===== config.mk =====
export PLATFORM = sky130hd
export DESIGN_NAME = uart_spi_bridge
export DESIGN_NICKNAME = d
export VERILOG_FILES = /design/src/rtl/uart_spi_bridge.sv
export SDC_FILE = /design/constraint.sdc
export NUM_CORES = 1
export LEC_CHECK = 0
export BUFFER_PORTS_ARGS = -buffer_cell sky130_fd_sc_hd__buf_2
export CAP_MARGIN = 0
export CORE_ASPECT_RATIO = 0.75
export CORE_MARGIN = 2
export CORE_UTILIZATION = 50
export CTS_CLUSTER_SIZE = 25
export DETAILED_ROUTE_END_ITERATION = 16
export HOLD_SLACK_MARGIN = 0.15
export PLACE_DENSITY = 0.69
export SYNTH_ARGS = -nofsm -noshare
export SYNTH_HDL_FRONTEND = slang
export SYNTH_SLANG_ARGS = --single-unit

===== constraint.sdc =====
create_clock -name clk -period 2.5 [get_ports clk]
set_input_delay 0.25 -clock clk [delete_from_list [all_inputs] [get_ports clk]]
set_output_delay 0.25 -clock clk [all_outputs]
set_load 0.05 [all_outputs]

===== src/rtl/uart_spi_bridge.sv =====
// UART-to-SPI byte bridge: buffers received bytes in a small FIFO, frames each one as a
// single chip-selected SPI transfer, and hands the returned byte to the UART transmitter.
module uart_spi_bridge #(
  parameter int unsigned DATA_W     = 8,
  parameter int unsigned FIFO_DEPTH = 4,
  parameter int unsigned ADDR_W     = 2,
  parameter int unsigned TIMEOUT    = 1023
) (
  input  logic              clk,
  input  logic              reset,
  input  logic [DATA_W-1:0] uart_rx_data,
  input  logic              uart_rx_valid,
  output logic [DATA_W-1:0] spi_tx_data,
  output logic              spi_cs_bar,
  output logic              spi_start,
  input  logic [DATA_W-1:0] spi_rx_data,
  input  logic              spi_rx_valid,
  output logic [DATA_W-1:0] uart_tx_data,
  output logic              uart_tx_start,
  input  logic              uart_tx_ready,
  output logic [ADDR_W:0]   fifo_count,
  output logic              overflow,
  output logic              timeout
);

  localparam int unsigned CntW = $clog2(TIMEOUT + 1);

  typedef enum logic [2:0] {StIdle, StSetup, StStart, StWait, StResp} state_e;

  state_e state_q, state_d;

  logic [DATA_W-1:0] mem_q [FIFO_DEPTH];
  logic [ADDR_W-1:0] wr_ptr_q, wr_ptr_d;
  logic [ADDR_W-1:0] rd_ptr_q, rd_ptr_d;
  logic [ADDR_W:0]   count_q, count_d;
  logic [CntW-1:0]   tcnt_q, tcnt_d;

  logic [DATA_W-1:0] spi_tx_data_q, spi_tx_data_d;
  logic              spi_cs_bar_q, spi_cs_bar_d;
  logic              spi_start_q, spi_start_d;
  logic [DATA_W-1:0] uart_tx_data_q, uart_tx_data_d;
  logic              uart_tx_start_q, uart_tx_start_d;
  logic              overflow_q, overflow_d;
  logic              timeout_q, timeout_d;

  logic push, pop;

  // Full is judged on the registered count, so a same-cycle pop never admits a push.
  assign push = uart_rx_valid && (count_q < (ADDR_W + 1)'(FIFO_DEPTH));
  assign pop  = (state_q == StIdle) && (count_q != '0);

  always_comb begin
    state_d         = state_q;
    tcnt_d          = tcnt_q;
    spi_tx_data_d   = spi_tx_data_q;
    spi_cs_bar_d    = spi_cs_bar_q;
    spi_start_d     = 1'b0;
    uart_tx_data_d  = uart_tx_data_q;
    uart_tx_start_d = 1'b0;
    overflow_d      = overflow_q | (uart_rx_valid & ~push);
    timeout_d       = timeout_q;

    wr_ptr_d = push ? wr_ptr_q + ADDR_W'(1) : wr_ptr_q;
    rd_ptr_d = pop  ? rd_ptr_q + ADDR_W'(1) : rd_ptr_q;

    unique case ({push, pop})
      2'b10:   count_d = count_q + (ADDR_W + 1)'(1);
      2'b01:   count_d = count_q - (ADDR_W + 1)'(1);
      default: count_d = count_q;
    endcase

    unique case (state_q)
      StIdle: begin
        if (pop) begin
          spi_tx_data_d = mem_q[rd_ptr_q];
          spi_cs_bar_d  = 1'b0;
          state_d       = StSetup;
        end
      end
      StSetup: begin
        spi_start_d = 1'b1;
        state_d     = StStart;
      end
      StStart: begin
        tcnt_d  = '0;
        state_d = StWait;
      end
      StWait: begin
        if (spi_rx_valid) begin
          uart_tx_data_d = spi_rx_data;
          spi_cs_bar_d   = 1'b1;
          state_d        = StResp;
        end else begin
          tcnt_d = tcnt_q + CntW'(1);
          // Abandon the transfer after TIMEOUT cycles in WAIT; no response goes to the UART.
          if (tcnt_d == CntW'(TIMEOUT)) begin
            spi_cs_bar_d = 1'b1;
            timeout_d    = 1'b1;
            state_d      = StIdle;
          end
        end
      end
      StResp: begin
        if (uart_tx_ready) begin
          uart_tx_start_d = 1'b1;
          state_d         = StIdle;
        end
      end
      default: state_d = StIdle;
    endcase
  end

  always_ff @(posedge clk) begin
    if (reset) begin
      state_q         <= StIdle;
      wr_ptr_q        <= '0;
      rd_ptr_q        <= '0;
      count_q         <= '0;
      tcnt_q          <= '0;
      spi_tx_data_q   <= '0;
      spi_cs_bar_q    <= 1'b1;
      spi_start_q     <= 1'b0;
      uart_tx_data_q  <= '0;
      uart_tx_start_q <= 1'b0;
      overflow_q      <= 1'b0;
      timeout_q       <= 1'b0;
    end else begin
      state_q         <= state_d;
      wr_ptr_q        <= wr_ptr_d;
      rd_ptr_q        <= rd_ptr_d;
      count_q         <= count_d;
      tcnt_q          <= tcnt_d;
      spi_tx_data_q   <= spi_tx_data_d;
      spi_cs_bar_q    <= spi_cs_bar_d;
      spi_start_q     <= spi_start_d;
      uart_tx_data_q  <= uart_tx_data_d;
      uart_tx_start_q <= uart_tx_start_d;
      overflow_q      <= overflow_d;
      timeout_q       <= timeout_d;
    end
  end

  // Storage needs no reset: only entries behind a valid pointer pair are ever read.
  always_ff @(posedge clk) begin
    if (push) begin
      mem_q[wr_ptr_q] <= uart_rx_data;
    end
  end

  assign spi_tx_data   = spi_tx_data_q;
  assign spi_cs_bar    = spi_cs_bar_q;
  assign spi_start     = spi_start_q;
  assign uart_tx_data  = uart_tx_data_q;
  assign uart_tx_start = uart_tx_start_q;
  assign fifo_count    = count_q;
  assign overflow      = overflow_q;
  assign timeout       = timeout_q;

endmodule


==> results by group <==
Run status
  – Outcome: finished, final reports clean

Clock tree
  – CTS tree: done
  – Clock Path Buffers: 2
  – Total CTS buffers: 9
  – Cts hold-fix bufs: 16
  – H-tree levels: 3
  – Post_cts resized: 0
  – Clk_lat worst skew: 0.34 ns
  – CTS root buf: clkbuf_8
  – Clock sinks: 73
  – Post-CTS Setup Bufs: 0
  – Clock Pin Slew Worst Setup and Hold Paths: 0.08 ns

Place
  – Pre-CTS WS: 0.327 ns
  – Placed cell area: 3400 um^2
  – Post-DP HPWL: 4130 um
  – Placer Congestion: 0.895
  – Buffers on Ports: 44

Worst setup path
  – CP endpoint kind: flip-flop
  – WP depth: 9
  – Reg2reg setup slack: 0.31 ns
  – Reg2Reg Launch Point: state_q[0]$_SDFFE_PP0P_
  – Critical path peak fanout: 10
  – CP bufs+invs: 2
  – CP arrival: 2.46 ns
  – Worst-path cell chain: nor2_4, nand3b_4, inv_2, ha_1, inv_1, fa_1, xor2_1, or3_1, a21oi_1
  – CP Class: reg -> reg
  – R2r endpoint: fifo_count[2]$_SDFFE_PP0P_
  – Critical path's top delay family: simple AND/OR/NAND/NOR gates
  – Critical Path Max Stage Delay: 0.41 ns
  – Worst EP required: 2.77 ns
  – Worst path slowest cell: dfxtp_1
  – Reg2Reg Depth: 9
  – CP startpoint kind: flip-flop

Timing
  – Hold WS: 0.168 ns
  – RSZ-0062 raised after global routing: no
  – Final hold vios: 0
  – Final Skew: 0.00624 ns
  – Max Freq: 0.457 GHz
  – Final min period: 2.19 ns
  – Final setup viols: 0
  – Slew Viols, Final: 0
  – Worst setup margin: 0.313 ns
  – Period utilisation layout: 87.5%
  – Setup TNS: 0 ns
  – Worst slew pin tran: 0.731 ns
  – Slew Limit Headroom: 51.3%

Global routing
  – Number of global-route vias before repair: 2033
  – Largest net degree at the start of global routing: 41
  – GRT Util Overall: 19.1%
  – First-pass GRT wire length: 9890 um
  – Initial antenna violation count: 0
  – Total grt overflow: 0

Worst hold path
  – Worst Hold Class: in -> reg
  – Hold Path End: uart_tx_data[7]$_SDFFE_PP0P_
  – Hold path cells: 3
  – Worst Hold Launch: spi_rx_data[7]

Floorplanning
  – Die W: 95.7 um
  – Die area: 6960 um^2
  – Core area: 6190 um^2
  – Die height: 72.8 um
  – IO Pins: 45
  – Starting density of the core: 50.9%
  – Num rows: 25

Synth
  – Count leader, synth: dfxtp_1
  – Yosys top cell area share: 30.5%
  – EDFF count, synth: 32
  – Synth top area cells: edfxtp_1, dfxtp_1, mux4_2, nand2_1, a21oi_1
  – Average cell area after synthesis: 11.3 um^2
  – Synth Cell Area: 3150 um^2
  – Yosys cell types: 52
  – Post-synthesis register bit count: 73
  – Warnings, synthesis: 0
  – Async SR Flop Fraction: 0%
  – Area leader, netlist: edfxtp_1
  – Post-synth top cells: dfxtp_1, nand2_1, edfxtp_1
  – Synth Flop Type: dfxtp_1
  – Register area share after synthesis: 56.5%
  – Syn nets: 309
  – Mapped Cells: 280

Layout
  – Fillers: 495
  – Fin area: 3800 um^2
  – Layout Nets: 367
  – Share of post-route cells with drive strength above 1: 23.9%
  – Register area: 1780 um^2
  – Multi-input logic area: 1230 um^2
  – P&R area growth vs syn: 20.4%
  – Antenna cells: 0

Power
  – Total power: 4.04 mW
  – Pleak: 1.44 nW
  – PwrDens: 1060 nW/um^2
  – Peak VDD IR: 0.617 mV

Flow run
  – # Max-Cap Violations: 0

Routing
  – Drt pass-1 iters: 4
  – DRT iter0 DRCs: 75
  – Detail Route Antenna Nets: 0
  – Avg Vias per Cell: 5.25
  – Total number of vias: 2224
  – Drt drc: 0
  – Final wirelength: 6150 um
  – Drt wl/cell: 14.5 um
[logic make-up (layout without fill, tap and decap cells)]
kind of cell             after synthesis  after routing  share of synthesized area (%)
AO/OA/AOI/OAI                         58             58                           11.3
adder cells (fa/ha/maj)                8              8                           3.41
flip-flops                            73             73                           56.5
buffers and inverters                 27             90                           4.33
XOR/XNOR                               8              8                           2.46
multiplexers                           8              8                           5.71
AND/OR/NAND/NOR                       98             98                           16.3
[cell type report]
cell class / count / area share [%]
Multi-Input combinational cell: 180 / 32.5
Inverter: 11 / 1.09
Sequential cell: 73 / 46.9
Clock inverter: 6 / 2.57
Clock buffer: 10 / 3.62
Tap cell: 81 / 2.67
Timing Repair Buffer: 63 / 10.6
[stage by stage]
stage          util [%]  std cells
5_1_grt            61.3        424
3_3_place_gp       54.9        392
6_report           61.3        424
4_1_cts            61.3        424
3_5_place_dp       54.9        392
2_1_floorplan         -        280
[worst min-delay path, cell delays in order]
cell	delay, ns
buf_2	0.10
nand2_1	0.06
a21oi_1	0.06
[worst max-delay path by stage]
stage | end | slack (ns) | start
after global placement | fifo_count[2]$_SDFFE_PP0P_ | 0.42 | state_q[0]$_SDFFE_PP0P_
after floorplan | fifo_count[2]$_SDFFE_PP0P_ | 0.07 | fifo_count[2]$_SDFFE_PP0P_
after detailed placement | fifo_count[2]$_SDFFE_PP0P_ | 0.33 | state_q[0]$_SDFFE_PP0P_
final | fifo_count[2]$_SDFFE_PP0P_ | 0.31 | state_q[0]$_SDFFE_PP0P_
after CTS | fifo_count[2]$_SDFFE_PP0P_ | 0.31 | state_q[0]$_SDFFE_PP0P_
after global routing | fifo_count[2]$_SDFFE_PP0P_ | 0.17 | state_q[0]$_SDFFE_PP0P_
[power by group]
part           total (mW)  internal (mW)  switching, mW  leakage (nW)
Sequential           1.62           1.44          0.176         0.627
Clock                1.07          0.605          0.465         0.119
Combinational        1.35          0.491          0.860         0.695
[flip-flops by register name (all words and copies together) (netlist names)]
name	count
spi_start	1
mem_q	32
spi_cs_bar	1
wr_ptr_q	2
overflow	1
tcnt_q	10
uart_tx_start	1
spi_tx_data	8
fifo_count	3
state_q	3
rd_ptr_q	2
uart_tx_data	8
timeout	1
[cell usage in the layout, fill, tap and decap left out, drive strengths merged, types with 8 or more instances in the layout]
cell,instances
a21oi,29
buf,47
clkbuf,10
dfxtp,41
dlygate4sd3,16
edfxtp,32
inv,14
mux4,8
nand2,39
nor2,21
o21ai,9
[per-layer routing]
metal  GRT usage (%)  wire [um]
met3            5.37        334
met2            28.3       2830
met1            26.8       2890
met5               0          0
met4            7.94        102
Note: power is estimated with default switching activity, not from simulation.
